==> config.mk <==
export PLATFORM = sky130hd
export DESIGN_NAME = mc_ctrl_fsm_flat
export DESIGN_NICKNAME = d
export VERILOG_FILES = /design/src/rtl/mc_ctrl_fsm_if.sv /design/src/rtl/mc_ctrl_fsm.sv /design/src/flat_wrapper.sv
export SDC_FILE = /design/constraint.sdc
export NUM_CORES = 1
export LEC_CHECK = 0
export CAP_MARGIN = 15
export CORE_ASPECT_RATIO = 0.5
export CORE_MARGIN = 2
export CORE_UTILIZATION = 40
export DETAILED_ROUTE_END_ITERATION = 12
export PLACE_DENSITY = 0.72
export SLEW_MARGIN = 20
export SYNTH_ARGS = -nofsm -noshare
export SYNTH_HDL_FRONTEND = slang
export SYNTH_SLANG_ARGS = --single-unit
==> constraint.sdc <==
create_clock -name clk -period 4.2 [get_ports clk]
set_input_delay 0.63 -clock clk [delete_from_list [all_inputs] [get_ports clk]]
set_output_delay 0.63 -clock clk [all_outputs]
set_load 0.05 [all_outputs]
==> src/rtl/mc_ctrl_fsm_if.sv <==
// Memory-side handshake bundle between the multi-cycle controller and its
// instruction/data memories.
interface mc_ctrl_fsm_if;
    logic       imem_req;
    logic       imem_ack;
    logic [3:0] opcode;
    logic       dmem_req;
    logic       dmem_ack;
    logic       mem_write;

    modport master (
        output imem_req, dmem_req, mem_write,
        input  imem_ack, dmem_ack, opcode
    );

    modport slave (
        input  imem_req, dmem_req, mem_write,
        output imem_ack, dmem_ack, opcode
    );
endinterface

==> src/rtl/mc_ctrl_fsm.sv <==
// Multi-cycle CPU control FSM with fetch/data-memory timeouts and sticky HALT/ERR.
// Define MC_CTRL_PERF_EN to add the 16-bit retired-instruction counter instr_count.
module mc_ctrl_fsm #(
    parameter int TIMEOUT = 8
) (
    input  logic          clk,
    input  logic          rstn,
    input  logic          run,
    mc_ctrl_fsm_if.master mem,
    output logic          ir_we,
    output logic          pc_we,
    output logic          pc_select,
    output logic          src2_select,
    output logic          alu_out_select,
    output logic          reg_write,
    output logic [1:0]    alu_signal,
    output logic          busy,
    output logic          halted,
    output logic          err
`ifdef MC_CTRL_PERF_EN
    ,
    output logic [15:0]   instr_count
`endif
);

    typedef enum logic [2:0] {IDLE, FETCH, DECODE, EXEC, MEM, WB, HALT, ERR} state_e;

    localparam logic [3:0] OP_ADD  = 4'b0000;
    localparam logic [3:0] OP_SUB  = 4'b0001;
    localparam logic [3:0] OP_AND  = 4'b0010;
    localparam logic [3:0] OP_OR   = 4'b0011;
    localparam logic [3:0] OP_ADDI = 4'b0100;
    localparam logic [3:0] OP_LW   = 4'b0101;
    localparam logic [3:0] OP_SW   = 4'b0110;
    localparam logic [3:0] OP_JMP  = 4'b0111;
    localparam logic [3:0] OP_HALT = 4'b1111;

    localparam logic [7:0] WAIT_LAST = 8'(TIMEOUT - 1);

    typedef struct packed {
        logic       imem_req;
        logic       dmem_req;
        logic       mem_write;
        logic       ir_we;
        logic       pc_we;
        logic       pc_select;
        logic       src2_select;
        logic       alu_out_select;
        logic       reg_write;
        logic [1:0] alu_signal;
        logic       busy;
        logic       halted;
        logic       err;
    } ctrl_t;

    state_e     state_q, state_d;
    logic [3:0] opcode_q, opcode_d;
    logic [7:0] wait_q, wait_d;
    logic       eoi;
    ctrl_t      ctrl_q;

    // Moore decode; SW holds pc_we across MEM so the PC commits on the acked cycle.
    function automatic ctrl_t ctrl_for(state_e s, logic [3:0] op);
        ctrl_t c;
        c = '0;
        case (s)
            FETCH: begin
                c.imem_req = 1'b1;
                c.ir_we    = 1'b1;
                c.busy     = 1'b1;
            end
            DECODE: begin
                c.busy      = 1'b1;
                c.pc_we     = (op == OP_JMP);
                c.pc_select = (op == OP_JMP);
            end
            EXEC: begin
                c.busy        = 1'b1;
                c.src2_select = op inside {OP_ADDI, OP_LW, OP_SW};
                case (op)
                    OP_SUB:  c.alu_signal = 2'b01;
                    OP_AND:  c.alu_signal = 2'b10;
                    OP_OR:   c.alu_signal = 2'b11;
                    default: c.alu_signal = 2'b00;
                endcase
            end
            MEM: begin
                c.busy      = 1'b1;
                c.dmem_req  = 1'b1;
                c.mem_write = (op == OP_SW);
                c.pc_we     = (op == OP_SW);
            end
            WB: begin
                c.busy           = 1'b1;
                c.reg_write      = 1'b1;
                c.pc_we          = 1'b1;
                c.alu_out_select = (op == OP_LW);
            end
            HALT:    c.halted = 1'b1;
            ERR:     c.err    = 1'b1;
            default: c = '0;
        endcase
        return c;
    endfunction

    always_comb begin
        state_d  = state_q;
        opcode_d = opcode_q;
        wait_d   = wait_q;
        eoi      = 1'b0;
        case (state_q)
            IDLE: if (run) state_d = FETCH;
            FETCH: begin
                if (mem.imem_ack) begin
                    opcode_d = mem.opcode;
                    state_d  = DECODE;
                end else if (wait_q == WAIT_LAST) begin
                    state_d = ERR;
                end else begin
                    wait_d = wait_q + 8'd1;
                end
            end
            DECODE: begin
                case (opcode_q)
                    OP_JMP:  eoi     = 1'b1;
                    OP_HALT: state_d = HALT;
                    OP_ADD, OP_SUB, OP_AND, OP_OR,
                    OP_ADDI, OP_LW, OP_SW: state_d = EXEC;
                    default: state_d = ERR;
                endcase
            end
            EXEC: state_d = (opcode_q inside {OP_LW, OP_SW}) ? MEM : WB;
            MEM: begin
                if (mem.dmem_ack) begin
                    if (opcode_q == OP_SW) eoi = 1'b1;
                    else                   state_d = WB;
                end else if (wait_q == WAIT_LAST) begin
                    state_d = ERR;
                end else begin
                    wait_d = wait_q + 8'd1;
                end
            end
            WB:      eoi = 1'b1;
            default: state_d = state_q;
        endcase
        if (eoi) state_d = run ? FETCH : IDLE;
        if (state_d != state_q) wait_d = '0;
    end

    // Outputs are registered from the next state so they line up with state_q.
    always_ff @(posedge clk) begin
        if (rstn) begin
            state_q  <= IDLE;
            opcode_q <= '0;
            wait_q   <= '0;
            ctrl_q   <= '0;
        end else begin
            state_q  <= state_d;
            opcode_q <= opcode_d;
            wait_q   <= wait_d;
            ctrl_q   <= ctrl_for(state_d, opcode_d);
        end
    end

    assign mem.imem_req   = ctrl_q.imem_req;
    assign mem.dmem_req   = ctrl_q.dmem_req;
    assign mem.mem_write  = ctrl_q.mem_write;
    assign ir_we          = ctrl_q.ir_we;
    assign pc_we          = ctrl_q.pc_we;
    assign pc_select      = ctrl_q.pc_select;
    assign src2_select    = ctrl_q.src2_select;
    assign alu_out_select = ctrl_q.alu_out_select;
    assign reg_write      = ctrl_q.reg_write;
    assign alu_signal     = ctrl_q.alu_signal;
    assign busy           = ctrl_q.busy;
    assign halted         = ctrl_q.halted;
    assign err            = ctrl_q.err;

`ifdef MC_CTRL_PERF_EN
    logic [15:0] count_q;

    always_ff @(posedge clk) begin
        if (rstn)     count_q <= '0;
        else if (eoi) count_q <= count_q + 16'd1;
    end

    assign instr_count = count_q;
`endif

endmodule

==> src/flat_wrapper.sv <==
// flat-port wrapper written by rule: the top's interface ports become plain ports
module mc_ctrl_fsm_flat 
#(
    parameter int TIMEOUT = 8
)
  (clk, rstn, run, ir_we, pc_we, pc_select, src2_select, alu_out_select, reg_write, alu_signal, busy, halted, err, mem_imem_req, mem_dmem_req, mem_mem_write, mem_imem_ack, mem_dmem_ack, mem_opcode);
  mc_ctrl_fsm_if mem_i ();
  input  logic clk;
  input  logic rstn;
  input  logic run;
  output logic ir_we;
  output logic pc_we;
  output logic pc_select;
  output logic src2_select;
  output logic alu_out_select;
  output logic reg_write;
  output logic [1:0] alu_signal;
  output logic busy;
  output logic halted;
  output logic err;
  output wire logic [$bits(mem_i.imem_req)-1:0] mem_imem_req;
  output wire logic [$bits(mem_i.dmem_req)-1:0] mem_dmem_req;
  output wire logic [$bits(mem_i.mem_write)-1:0] mem_mem_write;
  input wire logic [$bits(mem_i.imem_ack)-1:0] mem_imem_ack;
  input wire logic [$bits(mem_i.dmem_ack)-1:0] mem_dmem_ack;
  input wire logic [$bits(mem_i.opcode)-1:0] mem_opcode;
  assign mem_imem_req = mem_i.imem_req;
  assign mem_dmem_req = mem_i.dmem_req;
  assign mem_mem_write = mem_i.mem_write;
  assign mem_i.imem_ack = mem_imem_ack;
  assign mem_i.dmem_ack = mem_dmem_ack;
  assign mem_i.opcode = mem_opcode;
  mc_ctrl_fsm #(.TIMEOUT(TIMEOUT)) u_core (.clk(clk), .rstn(rstn), .run(run), .mem(mem_i), .ir_we(ir_we), .pc_we(pc_we), .pc_select(pc_select), .src2_select(src2_select), .alu_out_select(alu_out_select), .reg_write(reg_write), .alu_signal(alu_signal), .busy(busy), .halted(halted), .err(err));
endmodule
==> reports/qor.txt <==
status - finished, final reports clean
Post-CTS Hold Fix Bufs - 0
register area share after synthesis - 38.8%
Residual DRC - 0
Clock transition at path regs - 0.09 ns
Critical Path Start - u_core.state_q[1]
Vias/cell - 5.37
CP Data Required Time - 4.39 ns
PwrDens - 326 mW/mm2
Seq cells post-synth - 28
Leak Pwr - 0.564 nW
Synth top area share - 38.8%
initial DRC count - 172
commonest non-fill, non-tap cell in the layout - dfxtp_1
hold path start - u_core.opcode_q[3]
H-tree levels - 1
IO buf count - 22
Worst Path Arrival - 2.62 ns
CP Max Fanout - 16
row cnt - 15
setup slack after layout - 1.77 ns
first-pass iteration count of the detailed router - 4
RSZ-0062 raised after global routing - no
cts bufs inserted - 3
setup violators final - 0
first-pass GRT wire length - 4670 um
Top Ports - 23
top area cells in the synthesized netlist - dfxtp_1, nor3_1, xor2_1
Worst-Margin Slew - 0.719 ns
Avg WL per Cell - 12.9 um
mean area per synthesized cell - 9.64 um2
antenna violations before repair - 0
die area - 0.00414 mm2
Ys Warns - 0
vias in the first global route - 1041
Cell variety after synth - 54
die width - 89.0 um
Syn Inst Count - 150
post-layout min period - 2.43 ns
type of the worst min-delay path - reg2reg
Die H - 46.5 um
post-route ant nets - 0
Max Fclk - 411 MHz
synthesis-to-layout area growth - 20.3%
Largest stage delay, worst path - 0.72 ns
crit-path cells - inv_1 > nand3_1 > o211ai_1 > or4_4 > nor4_2
commonest non-fill, non-tap cells in the layout - dfxtp_1, clkdlybuf4s50_1, nor3_1
root buf cell - clkbuf_8
max cap viols - 0
Worst VDD drop - 0.121 mV
crit path kind - reg2reg
Reg-to-Reg Start - u_core.state_q[1]
RD Place Congestion - 0.779
Post-Place Worst Slack - 1.51 ns
Max Clock Skew - 0.00223 ns
element type at the critical path start - flop
HPWL Detailed - 2110 um
R2R cell count - 5
hold depth - 2
Total GRT Usage - 14.9%
mapped cell area - 0.00145 mm2
Design Area, Final - 0.00174 mm2
Post-synth ARST share - 0%
GRT Residual Overflow - 0
Final Cycle Share - 57.9%
# resized after CTS - 0
final slew viol count - 0
Initial Utilization - 41.9%
Yosys top cell by area - dfxtp_1
hold slack - 0.552 ns
layout cells sized above 1 - 12.9%
antenna cells - 0
Sum Neg Setup Slack - 0 ns
Post-DP Area - 0.00169 mm2
Worst setup EP type - flop
Slew HR - 51.7%
final wirelength - 2840 um
fin nets - 181
Net Count, Synth - 160
Top FF cell, synth - dfxtp_1
buffer count from post-CTS setup fixing - 0
Post-synth EDFFs - 0
number of fill cells - 316
largest net degree at the start of global routing - 17
core area - 0.00345 mm2
clk sinks - 28
CP max-delay cell - dfxtp_1
final hold vios - 0
worst-skew pair later-pin latency - 0.27 ns
via count - 1187
clk buf depth - 2
TritonCTS clock tree - done
[critical path, delay by kind of cell (launching register included)]
family,cells,cell delay (ns)
AOI/OAI and AO/OA,1,0.29
buffers and inverters,1,0.18
DFF,1,0.72
and+or+nand+nor,3,1.15
[cell type report]
class / count / area (um2) / share of cell area [%]
Sequential cell: 28 / 561 / 32.2
Inverter: 4 / 15.0 / 0.863
Multi-Input combinational cell: 111 / 818 / 47.0
Timing Repair Buffer: 23 / 228 / 13.1
Tap cell: 51 / 63.8 / 3.67
Clock buffer: 4 / 55.1 / 3.16
[logic make-up (layout without fill, tap and decap cells)]
group	count (synthesis)	count (layout)	synth area share, %
xor+xnor	7	7	4.24
flops	28	28	38.8
compound gates	28	28	17.6
mux	4	4	2.77
fa+ha+maj	1	1	0.865
simple gates	71	71	31.1
buf+inv	11	31	4.67
[synth_stat cells (4+ instances only)]
cell / n
a21oi_1: 5
nand4_1: 4
dfxtp_1: 28
mux2i_1: 4
nand2_1: 11
nor3_1: 12
nor2_1: 9
xor2_1: 5
inv_1: 4
nand3_1: 5
[routing by layer]
layer  vias up  GRT usage [%]  share of wire, %
li1        604              -                 -
met1       545           18.7                49
met4         0           2.69               1.2
met5         -              0                 0
met3         6           4.30               4.9
met2        32           26.1                45
[stage by stage]
| step | cells | util (%) | power [mW] |
|---|---|---|---|
| after global placement | 217 | 48.8 | 0.409 |
| after detailed placement | 217 | 48.8 | 0.411 |
| after floorplan | 150 | - | 0.380 |
| after CTS | 221 | 50.4 | 0.572 |
| final | 221 | 50.4 | 0.567 |
| after global routing | 221 | 50.4 | 0.596 |
[power breakdown]
group	switching, mW	internal [mW]
clock network	0.0778	0.0838
logic	0.0728	0.0450
registers	0.0132	0.275
total	0.164	0.404
[state kept, by name (all words and copies together), names as in the netlist, 2 cells and up]
register,flops
u_core.wait_q,8
u_core.opcode_q,4
u_core.state_q,3
u_core.alu_signal,2
[path summary, 6_finish.rpt]
path              slack, ns               endpoint
setup reg to reg       1.77  u_core.alu_out_select
hold / removal         0.55     u_core.opcode_q[3]
hold reg to reg        0.55     u_core.opcode_q[3]
setup / recovery       1.77  u_core.alu_out_select
Note: power is estimated with default switching activity, not from simulation.
